$ cat src/rtl/calc_pkg.sv
// Shared calculator definitions: ASCII codes and
// one-hot state encoding for the result sender FSM.
package calc_pkg;

  localparam logic [7:0] ASC_0  = 8'h30;
  localparam logic [7:0] ASC_CR = 8'h0D;
  localparam logic [7:0] ASC_LF = 8'h0A;
  localparam logic [7:0] ASC_E  = 8'h45;
  localparam logic [7:0] ASC_R  = 8'h52;

  // byte count / pointer width, covers up to 8 digits + CRLF
  localparam int LEN_W = 4;

  localparam int S_IDLE   = 0;
  localparam int S_LOAD   = 1;
  localparam int S_ISSUE  = 2;
  localparam int S_ACK    = 3;
  localparam int S_DRAIN  = 4;
  localparam int S_FINISH = 5;

  localparam logic [5:0] ST_IDLE   = 6'b000001;
  localparam logic [5:0] ST_LOAD   = 6'b000010;
  localparam logic [5:0] ST_ISSUE  = 6'b000100;
  localparam logic [5:0] ST_ACK    = 6'b001000;
  localparam logic [5:0] ST_DRAIN  = 6'b010000;
  localparam logic [5:0] ST_FINISH = 6'b100000;

endpackage

$ cat src/rtl/result_formatter.sv
// BCD value to ASCII byte queue (first byte in the
// low byte) plus byte count, including end-of-line.
module result_formatter
  import calc_pkg::*;
#(
  parameter int DIGITS   = 4,
  parameter bit EOL_CRLF = 1'b1
) (
  input  logic [4*DIGITS-1:0]     i_value,
  output logic [8*(DIGITS+2)-1:0] o_queue,
  output logic [LEN_W-1:0]        o_len
);

  localparam int QB = 8*(DIGITS+2);

  logic             w_err;
  logic             w_seen;
  logic [3:0]       w_nib;
  logic [LEN_W-1:0] w_n;
  logic [QB-1:0]    w_q;

  // Append digits (or ERR) then the line ending.
  always_comb begin
    w_err  = 1'b0;
    w_seen = 1'b0;
    w_nib  = 4'd0;
    w_n    = '0;
    w_q    = '0;
    for (int i = 0; i < DIGITS; i++) begin
      if (i_value[4*i +: 4] > 4'd9) w_err = 1'b1;
    end
    if (w_err) begin
      w_q = QB'({ASC_R, ASC_R, ASC_E});
      w_n = LEN_W'(3);
    end else begin
      for (int i = DIGITS-1; i >= 0; i--) begin
        w_nib = i_value[4*i +: 4];
        // leading zeros dropped, LS digit always kept
        if (w_nib != 4'd0 || i == 0) w_seen = 1'b1;
        if (w_seen) begin
          w_q = w_q |
            (QB'(ASC_0 + {4'd0, w_nib}) << {w_n, 3'b000});
          w_n = w_n + LEN_W'(1);
        end
      end
    end
    if (EOL_CRLF) begin
      w_q = w_q | (QB'(ASC_CR) << {w_n, 3'b000});
      w_n = w_n + LEN_W'(1);
    end
    w_q = w_q | (QB'(ASC_LF) << {w_n, 3'b000});
    w_n = w_n + LEN_W'(1);
    o_queue = w_q;
    o_len   = w_n;
  end

endmodule

$ cat src/rtl/uart_result_sender.sv
// Streams a latched BCD result as ASCII text plus
// end-of-line through a byte-wide uart_tx handshake.
module uart_result_sender
  import calc_pkg::*;
#(
  parameter int DIGITS   = 4,
  parameter bit EOL_CRLF = 1'b1
) (
  input  logic                clk,
  input  logic                rst,
  input  logic                send,
  input  logic [4*DIGITS-1:0] value,
  input  logic                tx_busy,
  output logic                tx_start,
  output logic [7:0]          tx_data,
  output logic                busy,
  output logic                done
);

  localparam int QB = 8*(DIGITS+2);

  logic [5:0]          r_state;
  logic [4*DIGITS-1:0] r_value;
  logic [QB-1:0]       r_queue;
  logic [LEN_W-1:0]    r_len;
  logic [LEN_W-1:0]    r_ptr;
  logic                r_tx_start;
  logic [7:0]          r_tx_data;
  logic                r_busy;
  logic                r_done;

  logic [QB-1:0]       w_queue;
  logic [LEN_W-1:0]    w_len;
  logic [7:0]          w_byte;

  result_formatter #(
    .DIGITS   (DIGITS),
    .EOL_CRLF (EOL_CRLF)
  ) u_fmt (
    .i_value (r_value),
    .o_queue (w_queue),
    .o_len   (w_len)
  );

  assign w_byte = 8'(r_queue >> {r_ptr, 3'b000});

  // Sequencing FSM: one byte per tx handshake.
  always_ff @(posedge clk) begin
    if (rst) begin
      r_state    <= ST_IDLE;
      r_value    <= '0;
      r_queue    <= '0;
      r_len      <= '0;
      r_ptr      <= '0;
      r_tx_start <= 1'b0;
      r_tx_data  <= 8'h00;
      r_busy     <= 1'b0;
      r_done     <= 1'b0;
    end else begin
      r_tx_start <= 1'b0;
      r_done     <= 1'b0;
      unique case (1'b1)
        r_state[S_IDLE]: begin
          if (send) begin
            r_value <= value;
            r_busy  <= 1'b1;
            r_state <= ST_LOAD;
          end
        end
        r_state[S_LOAD]: begin
          r_queue <= w_queue;
          r_len   <= w_len;
          r_ptr   <= '0;
          r_state <= ST_ISSUE;
        end
        r_state[S_ISSUE]: begin
          if (!tx_busy) begin
            r_tx_start <= 1'b1;
            r_tx_data  <= w_byte;
            r_state    <= ST_ACK;
          end
        end
        r_state[S_ACK]: begin
          if (tx_busy) r_state <= ST_DRAIN;
        end
        r_state[S_DRAIN]: begin
          if (!tx_busy) begin
            r_ptr <= r_ptr + LEN_W'(1);
            if (r_ptr + LEN_W'(1) == r_len)
              r_state <= ST_FINISH;
            else
              r_state <= ST_ISSUE;
          end
        end
        r_state[S_FINISH]: begin
          r_done  <= 1'b1;
          r_busy  <= 1'b0;
          r_state <= ST_IDLE;
        end
        default: r_state <= ST_IDLE;
      endcase
    end
  end

  assign tx_start = r_tx_start;
  assign tx_data  = r_tx_data;
  assign busy     = r_busy;
  assign done     = r_done;

endmodule

$ cat config.mk
export PLATFORM = sky130hd
export DESIGN_NAME = uart_result_sender
export DESIGN_NICKNAME = d
export VERILOG_FILES = /design/src/rtl/calc_pkg.sv /design/src/rtl/result_formatter.sv /design/src/rtl/uart_result_sender.sv
export SDC_FILE = /design/constraint.sdc
export NUM_CORES = 1
export LEC_CHECK = 0
export BUFFER_PORTS_ARGS = -buffer_cell sky130_fd_sc_hd__buf_2
export CAP_MARGIN = 20
export CORE_MARGIN = 2
export CORE_UTILIZATION = 59
export DETAILED_ROUTE_END_ITERATION = 12
export MAX_ROUTING_LAYER = met4
export PLACE_DENSITY_LB_ADDON = 0.25
export SLEW_MARGIN = 20
export SYNTH_ARGS = -nofsm -noshare
export SYNTH_HDL_FRONTEND = slang
export SYNTH_SLANG_ARGS = --single-unit
$ cat constraint.sdc
create_clock -name clk -period 4.4 [get_ports clk]
set_input_delay 0.44 -clock clk [delete_from_list [all_inputs] [get_ports clk]]
set_output_delay 0.44 -clock clk [all_outputs]
set_load 0.1 [all_outputs]
# Word-level counts from Yosys, hierarchy flattened
# Cells that the tools add are included.
word_totals:
  register_bits: 89
  inputBits: 20
  output_inout_bits: 11
  wordCells: 92
classes:
  addsub: 10
  magnitude_cmp: 4
  n_eq_ne: 5
  shifts: 6
  muxes: 39
  n_bitwise: 7
  n_reduce_logical: 11
op_table:
  columns: ["operator", "n"]
  rows:
  - ["$mux 48", 8]
  - ["$or 48x48->48", 5]
  - ["$shl 48x7->48", 3]
  - ["$shl 4x7->48 const A", 2]
  - ["$shr 48x7->8", 1]
  - ["$mux 4", 8]
  - ["$mux 6", 5]
  - ["$pmux 6 s5", 1]
  - ["$add 6x4->7 const A", 4]
  - ["$add 4x1->4 const B", 6]
  - ["$gt 4x4->1 const B", 4]
  - ["$mux 1", 15]
  - ["$reduce_bool 4->1", 3]
  - ["$ne 2x2->1 const B", 4]
  - ["$pmux 4 s2", 1]
  - ["$reduce_and 2->1", 4]
  - ["$eq 4x4->1", 1]
  - ["$reduce_and 4->1", 1]
  - ["$reduce_bool 2->1", 2]
  - ["$not 1->1", 2]
  - ["$pmux 1 s2", 1]
  - ["$reduce_or 2->1", 1]

# Longest topological paths before layout
# Gate-level depths: netlist of run 1.
depth:
  word_depth: 20
  depth_mapped: 11
  ltp_nobuf: 10

# By module
# A second synthesis of run 1 with hierarchy kept.
hier_totals:
  cells_unflattened: 495
  area_unflattened_um2: 4456.8
modules_own_cells:
  columns: ["module", "n_inst", "cells_each", "area_each_um2", "seq_area_each_um2"]
  rows:
  - ["uart_result_sender", 1, 358, 3537.1, 1781.7]
  - ["result_formatter", 1, 137, 919.6, 0.0]

# Worst setup path after synthesis of run 1
# Ideal clock, no wire load.
synth_timing:
  kind: "register to register"
  startpoint: "reg r_value[5]"
  endpoint: "reg r_queue[41]"
  setup_time_ns: 0.067
  arrival_time_ns: 2.999
  required_time_ns: 4.333
  path_slack_ns: 1.334
  path_stages_with_launch: 10
  n_path_buf: 2
  period_less_slack_ns: 3.066
  cell_sequence: "dfxtp_1 -> clkbuf_1 -> nor4_1 -> o21ai_4 -> ha_1 -> clkbuf_1 -> o21ai_0 -> ha_1 -> or4_4 -> a21oi_2"
synth_between:
  elab_chain_len: 11
  word_cells_on_any_way: 26
  classes_between: "3 x add/sub; 1 x order compare; 4 x shift; 13 x mux; 4 x bitwise; 1 x reduce/logical"
synth_lines:
  columns: ["element", "line", "rtl"]
  rows:
  - ["from (decl)", "uart_result_sender.sv:23", "logic [4*DIGITS-1:0] r_value;"]
  - ["from (signal assigned)", "uart_result_sender.sv:65", "r_value <= value;"]
  - ["$reduce_bool 4->1", "result_formatter.sv:39", "if (w_nib != 4'd0 || i == 0) w_seen = 1'b1;"]
  - ["$mux 1", "result_formatter.sv:39", null]
  - ["$mux 1", "result_formatter.sv:32", "if (w_err) begin"]
  - ["$mux 4", "result_formatter.sv:40", "if (w_seen) begin"]
  - ["$mux 4", "result_formatter.sv:32", null]
  - ["$add 4x1->4 or $shl 48x7->48 (tied branches)", "result_formatter.sv:43, result_formatter.sv:42", null]
  - ["$mux 4 or $or 48x48->48 (tied branches)", "result_formatter.sv:40, result_formatter.sv:41", null]
  - ["$mux 4 or $mux 48 (tied branches)", "result_formatter.sv:32, result_formatter.sv:40", null]
  - ["$add 4x1->4, or another cell as far along", "result_formatter.sv:49", "w_n = w_n + LEN_W'(1);"]
  - ["$shl 4x7->48 or $or 48x48->48 (tied branches)", "result_formatter.sv:51, result_formatter.sv:48", null]
  - ["$or 48x48->48 *", "result_formatter.sv:51", "w_q = w_q | (QB'(ASC_LF) << {w_n, 3'b000});"]
  - ["to (signal assigned)", "uart_result_sender.sv:71", "r_queue <= w_queue;"]
  - ["to (decl)", "uart_result_sender.sv:24", "logic [QB-1:0] r_queue;"]
# Every way passes the cells marked *; elsewhere a longest branch is shown, timed or not. The select of a mux whose other input is x is not followed.
# A chain may end at the register's enable or synchronous reset.

# Final worst setup path of run 1
layout_timing:
  startpoint: "reg r_value[4]"
  endpoint: "reg r_queue[17]"
# Same word-level chain as after synthesis.

==> qor.txt, run 1 <==
CP peak stage delay: 740 ps
Clock Sinks: 73
number of routed nets with antenna violations: 0
Clk Latency, worst-skew pair: 350 ps
asr flop ratio synth: 0%
crit path launch type: flop
WP data arrival: 3510 ps
Detailed Route WL: 8.565 mm
clk buf depth: 2
Final Max Tran Viols: 0
Filler cells: 498
switching part of the total: 30.58%
CP Max Fanout: 14
largest family of logic cells by synthesized area: compound AO/OA/AOI/OAI gates
Synthesized Nets: 442
mapped cell area: 3500 um^2
reg2reg start: r_value[4]$_SDFFE_PP0P_
critical-path cell list: nor4_1 -> o21ai_4 -> ha_1 -> o21ai_0 -> ha_1 -> nand2_1 -> o221ai_1 -> o21ai_0 -> a211oi_1
post-synthesis sequential area ratio: 41.76%
final hold viol count: 0
gpl congestion: 0.9922
critical path class: reg -> reg
critical path capture point type: flop
I/O pin count: 31
worst relative slew slack: 38.71%
row count: 28
total CTS buffers: 9
clk root buf: clkbuf_8
Synth Warn #: 0
Synth Area in Compound Gates: 23.78%
drt via density: 6.231
drt first pass iters: 5
CTS tree: done
diodes inserted: 0
Hold Path Cell Cnt: 3
Initial Utilization: 60.18%
Total GRT Usage: 28.74%
max-cap violation count: 0
Worst Tran Pin Value: 918.1 ps
width of the die: 81.02 um
Layout area overhead: 9.510%
crit path max-delay cell type: nor4_1
post_cts resized: 0
R2R Setup Slk: 1150 ps
Tot Pwr: 1630 uW
First DRT Iteration DRCs: 270
Post-Route Utilization: 65.90%
Worst Hold Launch: value[12]
Post-Synth Adder-Cell Area: 1.788%
first-pass GRT wire length: 13.92 mm
minimum clock period: 3248 ps
cells on worst reg2reg path: 9
Leak: 0.001401 uW
total negative slack: 0 ps
largest net degree at the start of global routing: 51
grt ovf: 0
Die Y: 81.02 um
clock transition at the registers of the reported paths: 70 ps
outcome: finished clean
min-delay worst type: in -> reg
core box area: 5816 um^2
Via Count: 3,153
Final Cycle Share: 73.81%
combinational share of power: 20.2%
port buffer count: 29
flops & latches, synth: 73
DRC viols: 0
Synth Flop Type: dfxtp_1
Peak VDD IR: 0.0003669 V
PD cells: 425.4 nW/um^2
vias in the first global route: 2,888
initial antenna violation count: 0
wire per inst: 16.93 um
DP Wirelength: 5.853 mm
Clk pwr share: 34.8%
layout cell share with drive strength beyond 1: 14.62%
CTS H-tree depth: 3
number of setup buffers added after CTS: 0
fmax: 307.9 MHz
synth unique cells: 58
crit-path leading delay family: adder cells
worst clock skew: 6.243 ps
P_int: 1132 uW
final setup fails: 0
Post-CTS Hold Fix Bufs: 0
Post-Synthesis Cells: 417
Worst Path Required: 4660 ps
Post-Synth XOR/XNOR Area: 1.502%
Mean Syn Cell Area: 8.392 um^2
DIE AREA: 6563 um^2
Switching Power: 498.6 uW
# nets final: 451
simple-gate share of the synthesized area: 20.63%
CP bufs+invs: 0
final worst slack: 1152 ps
sequential power share: 45.0%
CP Depth: 9
worst setup path start: r_value[4]$_SDFFE_PP0P_
RSZ-0062 raised after global routing: no
Min Hold Slack: 319.6 ps
Post-synth EDFFs: 0
post-place setup slack: 1225 ps
multiplexer share of the synthesized area: 5.470%
-- synthesized netlist by cell type (all sizes together) (8+ instances only) --
master	count	area (um^2)
inv	8	30.03
a21oi	41	212.7
a311oi	10	87.58
dfxtp	73	1461
nand2	66	247.7
clkbuf	28	105.1
a22oi	9	67.56
o21ai	18	101.4
nor3	9	45.04
nand3	10	50.05
a31oi	8	50.05
nor2	31	116.4
-- cells by family (layout without fill, tap and decap cells) --
group,count (synthesis),count (layout)
simple gates,153,153
compound gates,124,124
flops,73,73
buf+inv,44,58
mux,11,11
xor+xnor,6,6
fa+ha+maj,5,5
other cells,1,1
-- worst register-to-register path, cell delays in order, from the launching register on --
cell,delay [ps]
dfxtp_1,380
nor4_1,750
o21ai_4,150
ha_1,590
o21ai_0,170
ha_1,490
nand2_1,110
o221ai_1,180
o21ai_0,120
a211oi_1,240
-- placed cells by master, fill, tap and decap left out, drive strengths merged, types with 6 or more instances in the layout --
cell,count
a22oi,9
clkbuf,13
nand2,66
nand3,10
mux4,6
nand3b,6
o21ai,18
nor2,31
dfxtp,73
a311oi,10
a21oi,41
nor3,9
inv,8
buf,33
a31oi,8
a211oi,6
-- area by class of cell --
| class | count | area, um^2 | area share, % |
|---|---|---|---|
| clock inverters | 3 | 65.06 | 1.698 |
| well taps | 75 | 93.84 | 2.449 |
| repair buffers | 33 | 175.2 | 4.571 |
| flip-flops and latches | 73 | 1461 | 38.13 |
| clock buffers | 13 | 138.9 | 3.624 |
| multi-input cells | 300 | 1864 | 48.65 |
| inverters | 9 | 33.78 | 0.8815 |
-- metal layers --
metal  track usage (%)  up-vias  wire, um
met2             46.45      114      4109
met1             34.62     1473      3683
li1                  -     1542         -
met4             15.42        0       273
met5                 -        -         0
met3             4.333       24       499
-- through the flow --
stage / std cells / area (um^2)
after floorplan: 417 / 3500
after global placement: 490 / 3628
after detailed placement: 490 / 3628
after CTS: 506 / 3832
after global routing: 506 / 3832
final: 506 / 3832
-- power groups by stage --
stage	Clock [uW]	Sequential [uW]	Combinational (uW)
after floorplan	0	751	242
after global placement	0	746	315
after detailed placement	0	748	321
after CTS	566	733	323
after global routing	599	739	357
final	568	734	329
-- flip-flops by register name (all words and copies together) (netlist names) --
name      cells
done          1
r_ptr         4
r_queue      33
r_value      16
r_len         4
tx_start      1
busy          1
tx_data       7
r_state       6
-- worst paths after layout --
kind	to
min	r_value[12]$_SDFFE_PP0P_
max reg2reg	r_queue[17]$_SDFFE_PP0P_
max	r_queue[17]$_SDFFE_PP0P_
min reg2reg	tx_data[6]$_SDFFE_PP0P_
No activity file was read; power rests on OpenSTA's default activity.
==> run 2: changes to the inputs <==
--- a/config.mk
+++ b/config.mk
@@ -5,10 +5,11 @@
 export SDC_FILE = /design/constraint.sdc
 export NUM_CORES = 1
 export LEC_CHECK = 0
+export ABC_AREA = 1
 export BUFFER_PORTS_ARGS = -buffer_cell sky130_fd_sc_hd__buf_2
 export CAP_MARGIN = 20
 export CORE_MARGIN = 2
-export CORE_UTILIZATION = 59
+export CORE_UTILIZATION = 54
 export DETAILED_ROUTE_END_ITERATION = 12
 export MAX_ROUTING_LAYER = met4
 export PLACE_DENSITY_LB_ADDON = 0.25
==> constraint.sdc (replaced) <==
create_clock -name clk -period 2.7 [get_ports clk]
set_input_delay 0.27 -clock clk [delete_from_list [all_inputs] [get_ports clk]]
set_output_delay 0.27 -clock clk [all_outputs]
set_load 0.1 [all_outputs]
==> run 2 against run 1 <==
Fmax increased by 32%. Sequential cell count unchanged. Clock skew increased by 8.3 ps. Routed wire length decreased by 2.7%. Sequential power increased by 62%. Die area increased by 10%. Hold slack got worse by 160 ps. Setup slack got worse by 920 ps. Combinational power increased by 68%. Largest power group unchanged. Highest routed layer unchanged.
==> qor.txt, run 2 <==
most frequent cells in the layout: 103 x nand2_1, 73 x dfxtp_1, 58 x a21oi_1, 56 x o21ai_0, 53 x inv_1
First DRT Iteration DRCs: 209
mapped cell area: 3542 um^2
most used cell, CP: nor2_1
Post-CTS Hold Fix Bufs: 0
core box area: 6350 um^2
clk buf depth: 2
minimum clock period: 2466 ps
largest net degree at the start of global routing: 34
critical path class: reg -> reg
Peak VDD IR: 0.0004723 V
grt ovf: 0
crit path max-delay cell type: ha_1
critical path capture point type: flop
drt via density: 5.377
WP data arrival: 2710 ps
Post-Synthesis Cells: 510
Die Y: 84.99 um
PD cells: 702.9 nW/um^2
CP bufs+invs: 2
final hold viol count: 0
crit-path leading delay family: simple AND/OR/NAND/NOR gates
Clk Latency, worst-skew pair: 360 ps
Critical R2R Capture: r_queue[35]$_SDFFE_PP0P_
post_cts resized: 0
Total GRT Usage: 24.88%
Post-Synth XOR/XNOR Area: 1.484%
outcome: finished clean
RSZ-0062 raised after global routing: no
fmax: 405.6 MHz
total CTS buffers: 9
multiplexer share of the synthesized area: 0%
Post-Synth Adder-Cell Area: 1.766%
diodes inserted: 0
post-synthesis sequential area ratio: 41.26%
Mean Syn Cell Area: 6.945 um^2
initial antenna violation count: 0
Synth Area in Compound Gates: 21.19%
crit path to: r_queue[35]$_SDFFE_PP0P_
largest family of logic cells by synthesized area: simple AND/OR/NAND/NOR gates
CP peak stage delay: 360 ps
Worst Tran Pin Value: 882.0 ps
CTS H-tree depth: 3
Synth top area share: 41.26%
worst relative slew slack: 41.06%
Worst Path Required: 2940 ps
flops & latches, synth: 73
Hold Path Cell Cnt: 2
CP Depth: 14
DP Wirelength: 6.036 mm
drt first pass iters: 5
worst clock skew: 14.51 ps
simple-gate share of the synthesized area: 24.55%
Final Max Tran Viols: 0
synth unique cells: 34
number of routed nets with antenna violations: 0
cells on worst reg2reg path: 14
Commonest cells post-synth: 103 x nand2_1, 73 x dfxtp_1, 58 x a21oi_1
worst setup path start: r_value[4]$_SDFFE_PP0P_
Synth Flop Type: dfxtp_1
min-delay worst type: in -> reg
asr flop ratio synth: 0%
CP Max Fanout: 6
I/O pin count: 31
width of the die: 84.99 um
max FFs per register: 33
row count: 29
number of setup buffers added after CTS: 0
Synth area leaders: dfxtp_1 41%, nand2_1 11%, a21oi_1 8.2%
gpl congestion: 0.8685
crit path launch type: flop
most common cell in the netlist: nand2_1
commonest non-fill, non-tap cell in the layout: nand2_1
R2R Setup Slk: 230 ps
wire per inst: 13.55 um
Initial Utilization: 55.78%
DRC viols: 0
CTS tree: done
total negative slack: 0 ps
final std cells w/o fill: 615
Final Cycle Share: 91.32%
reg2reg start: r_value[4]$_SDFFE_PP0P_
max-cap violation count: 0
# nets final: 558
layout cell share with drive strength beyond 1: 14.31%
largest area contributor in the netlist: dfxtp_1
clock transition at the registers of the reported paths: 80 ps
Layout area overhead: 11.76%
Via Count: 3,307
vias in the first global route: 3,043
register with the most flip-flops: r_queue
Clock Sinks: 73
Post-synth EDFFs: 0
Leak: 0.001766 uW
port buffer count: 29
final setup fails: 0
Synth Warn #: 0
Synthesized Nets: 535
critical-path cell list: inv_1 -> nand2_1 -> nor2_1 -> o21bai_4 -> ha_1 -> nand2_2 -> nand2_2 -> inv_1 -> ha_1 -> nor2_1 -> nand3_1 -> nand2_1 -> nor2_1 -> nor2_1
DIE AREA: 7223 um^2
first-pass GRT wire length: 13.96 mm
placed insts: 599
Detailed Route WL: 8.331 mm
clk root buf: clkbuf_8
==> run 2: cell types whose count changed after synthesis, sizes merged, moves of 5 or more <==
cell / delta
inv: +53
a21oi: +18
a22oi: -9
mux2: -5
nor3: -8
mux4: -6
clkbuf: -14
nand2: +44
nand3b: -6
o21ai: +46
a31oi: -8
nand3: +19
a311oi: -10
nor2: +28
==> run 2: per-layer routing <==
metal  part of all wire, %  up-vias  global-route usage [%]  wire [um]
li1                      -     1706                       -          -
met1                    47     1502                   32.23       3900
met5                     0        -                       -          0
met2                    46       85                   39.63       3847
met3                   5.4       14                   3.502        446
met4                   1.6        0                   9.235        137
==> run 2: how the worst min path moves through the flow <==
stage	start	slack (ps)	to
3_5_place_dp	r_queue[37]$_SDFFE_PP0P_	440	r_queue[37]$_SDFFE_PP0P_
5_1_grt	tx_busy	190	r_state[3]$_SDFF_PP0_
2_1_floorplan	tx_busy	350	r_state[3]$_SDFF_PP0_
4_1_cts	tx_busy	160	r_state[3]$_SDFF_PP0_
6_report	tx_busy	160	r_state[3]$_SDFF_PP0_
3_3_place_gp	r_queue[40]$_SDFFE_PP0P_	430	r_queue[40]$_SDFFE_PP0P_
==> run 2: power breakdown <==
part	switching (uW)	internal (uW)	total (uW)	leakage, uW
sequential	44.3	1140	1190	0.000598
clock	422	619	1040	0.000117
combinational	382	171	553	0.00105
total	849	1930	2780	0.00177
==> run 2: cell type report <==
cell class,count,area (um^2)
Clock buffer,10,127.6
Sequential cell,73,1461
Tap cell,77,96.34
Fill cell,609,2391
Clock inverter,6,115.1
Multi-Input combinational cell,353,1739
Inverter,61,229.0
Timing Repair Buffer,35,190.2
==> run 2: cell families after synthesis <==
kind of cell | Yosys count
other | 1
DFF | 73
buffers and inverters | 84
adders and majority gates | 5
and+or+nand+nor | 203
AOI/OAI and AO/OA | 138
xor gates and xnor gates | 6
==> run 2: stage by stage <==
stage | util [%] | worst slack (ps) | hold WS [ps] | cell area (um^2) | power, uW
after floorplan | - | 417.0 | 349.3 | 3542 | 1642
after global placement | 58.52 | 351.4 | 429.7 | 3716 | 1752
after detailed placement | 58.52 | 254.0 | 435.1 | 3716 | 1759
after CTS | 62.34 | 234.7 | 160.3 | 3959 | 2783
after global routing | 62.34 | 0.5427 | 189.3 | 3959 | 2919
final | 62.34 | 234.3 | 160.9 | 3959 | 2782
==> run 3: changes to the inputs <==
--- a/config.mk
+++ b/config.mk
@@ -8,6 +8,7 @@
 export ABC_AREA = 1
 export BUFFER_PORTS_ARGS = -buffer_cell sky130_fd_sc_hd__buf_2
 export CAP_MARGIN = 20
+export CORE_ASPECT_RATIO = 0.8
 export CORE_MARGIN = 2
 export CORE_UTILIZATION = 54
 export DETAILED_ROUTE_END_ITERATION = 12
==> run 3 against run 2 <==
Clock power is 5% lower. Global-route usage is 1.2 points higher. Critical path depth shrank 1. Routed wire length up 0.72%. Critical path type unchanged.
==> qor.txt, run 3 (synthesis gave the netlist of run 2 again) <==
outcome: finished clean
Leak: 0.001760 uW
initial antenna violation count: 0
DIE AREA: 7227 um^2
largest net degree at the start of global routing: 43
Die Y: 76.44 um
Final Cycle Share: 91.31%
Via Count: 3,296
worst setup path start: r_value[15]$_SDFFE_PP0P_
layout cell share with drive strength beyond 1: 14.18%
CP Max Fanout: 8
final setup fails: 0
diodes inserted: 0
PD cells: 691.1 nW/um^2
max FFs per register: 33
grt ovf: 0
min-delay worst type: in -> reg
gpl congestion: 0.9398
CTS tree: done
most frequent cells in the layout: 103 x nand2_1, 73 x dfxtp_1, 58 x a21oi_1, 56 x o21ai_0, 53 x inv_1
crit path to: r_queue[35]$_SDFFE_PP0P_
clk root buf: clkbuf_8
crit path launch type: flop
wire per inst: 13.53 um
crit path max-delay cell type: ha_1
Total GRT Usage: 26.04%
critical path class: reg -> reg
vias in the first global route: 3,154
DRC viols: 0
width of the die: 94.55 um
Worst Path Required: 2920 ps
number of routed nets with antenna violations: 0
core box area: 6376 um^2
Critical R2R Capture: r_queue[35]$_SDFFE_PP0P_
minimum clock period: 2465 ps
register with the most flip-flops: r_queue
DP Wirelength: 5.984 mm
total CTS buffers: 9
fmax: 405.6 MHz
Clk Latency, worst-skew pair: 350 ps
worst relative slew slack: 42.05%
# nets final: 557
worst clock skew: 8.529 ps
clk buf depth: 2
max-cap violation count: 0
port buffer count: 29
RSZ-0062 raised after global routing: no
Peak VDD IR: 0.0003744 V
Clock Sinks: 73
commonest non-fill, non-tap cell in the layout: nand2_1
R2R Setup Slk: 230 ps
Tot Pwr: 2729 uW
Worst Tran Pin Value: 867.1 ps
Min Hold Slack: 178.8 ps
clock transition at the registers of the reported paths: 70 ps
reg2reg start: r_value[15]$_SDFFE_PP0P_
row count: 26
Detailed Route WL: 8.391 mm
critical path capture point type: flop
I/O pin count: 31
Layout area overhead: 11.48%
critical-path cell list: nor2_2 -> nand2_2 -> o21bai_4 -> ha_1 -> nand2_2 -> nand2_2 -> inv_1 -> ha_1 -> nor2_1 -> nand3_1 -> nand2_1 -> nor2_1 -> nor2_1
CP peak stage delay: 370 ps
Post-CTS Hold Fix Bufs: 0
cells on worst reg2reg path: 13
drt via density: 5.316
total negative slack: 0 ps
Initial Utilization: 55.55%
drt first pass iters: 5
Final Max Tran Viols: 0
CTS H-tree depth: 3
first-pass GRT wire length: 14.47 mm
First DRT Iteration DRCs: 307
WP data arrival: 2690 ps
final hold viol count: 0
==> run 3: cell count changes in the layout (fill, tap and decap cells not counted) <==
cell        delta
nor2_2         +1
nor2_1         -1
clkbuf_8       +3
buf_4          -1
clkinvlp_4     -1
bufinv_16      -1
clkinv_4       -1
inv_6          -1
==> run 3: through the flow <==
step	std cells	setup slack (ps)	instance area (um^2)	utilization [%]
after detailed placement	605	263.2	3717	58.30
after global routing	620	37.38	3949	61.93
after CTS	620	234.7	3946	61.89
after global placement	605	364.1	3717	58.30
after floorplan	510	417.0	3542	-
final	620	234.6	3949	61.93
==> run 3: power breakdown <==
group / switching, uW / total (uW) / internal (uW)
Combinational: 384 / 555 / 171
Sequential: 45.2 / 1190 / 1140
Clock: 392 / 985 / 592
Total: 822 / 2730 / 1910
==> run 3: layout make-up <==
type	instances	area (um^2)
Timing Repair Buffer	34	182.7
Clock inverter	2	60.06
Inverter	61	229.0
Multi-Input combinational cell	353	1742
Fill cell	628	2427
Tap cell	84	105.1
Sequential cell	73	1461
Clock buffer	13	168.9
==> run 3: how the worst min path moves through the flow <==
stage / from / end / slack [ps] / depth (start not counted)
2_1_floorplan: tx_busy / r_state[3]$_SDFF_PP0_ / 350 / 1
3_3_place_gp: r_queue[40]$_SDFFE_PP0P_ / r_queue[40]$_SDFFE_PP0P_ / 430 / 2
3_5_place_dp: r_queue[37]$_SDFFE_PP0P_ / r_queue[37]$_SDFFE_PP0P_ / 430 / 2
4_1_cts: value[3] / r_value[3]$_SDFFE_PP0P_ / 170 / 3
5_1_grt: tx_busy / r_state[3]$_SDFF_PP0_ / 190 / 2
6_report: value[3] / r_value[3]$_SDFFE_PP0P_ / 180 / 3
==> run 3: worst max-delay path: cells and delay by family (launching register included) <==
kind | cells | cell delay [ps]
simple gates | 9 | 1000
fa+ha+maj | 2 | 730
flops | 1 | 330
compound gates | 1 | 240
buf+inv | 1 | 50
==> run 3: timing repair <==
item	CTS	global route
setup endpoints to repair	0	2
resized for setup	0	1
setup buffers	0	0
==> run 3: per-layer routing <==
metal  track usage [%]  wire, um
met1             36.82      4154
met3             6.924       484
met4             8.116       119
met5                 -         0
met2             36.29      3633
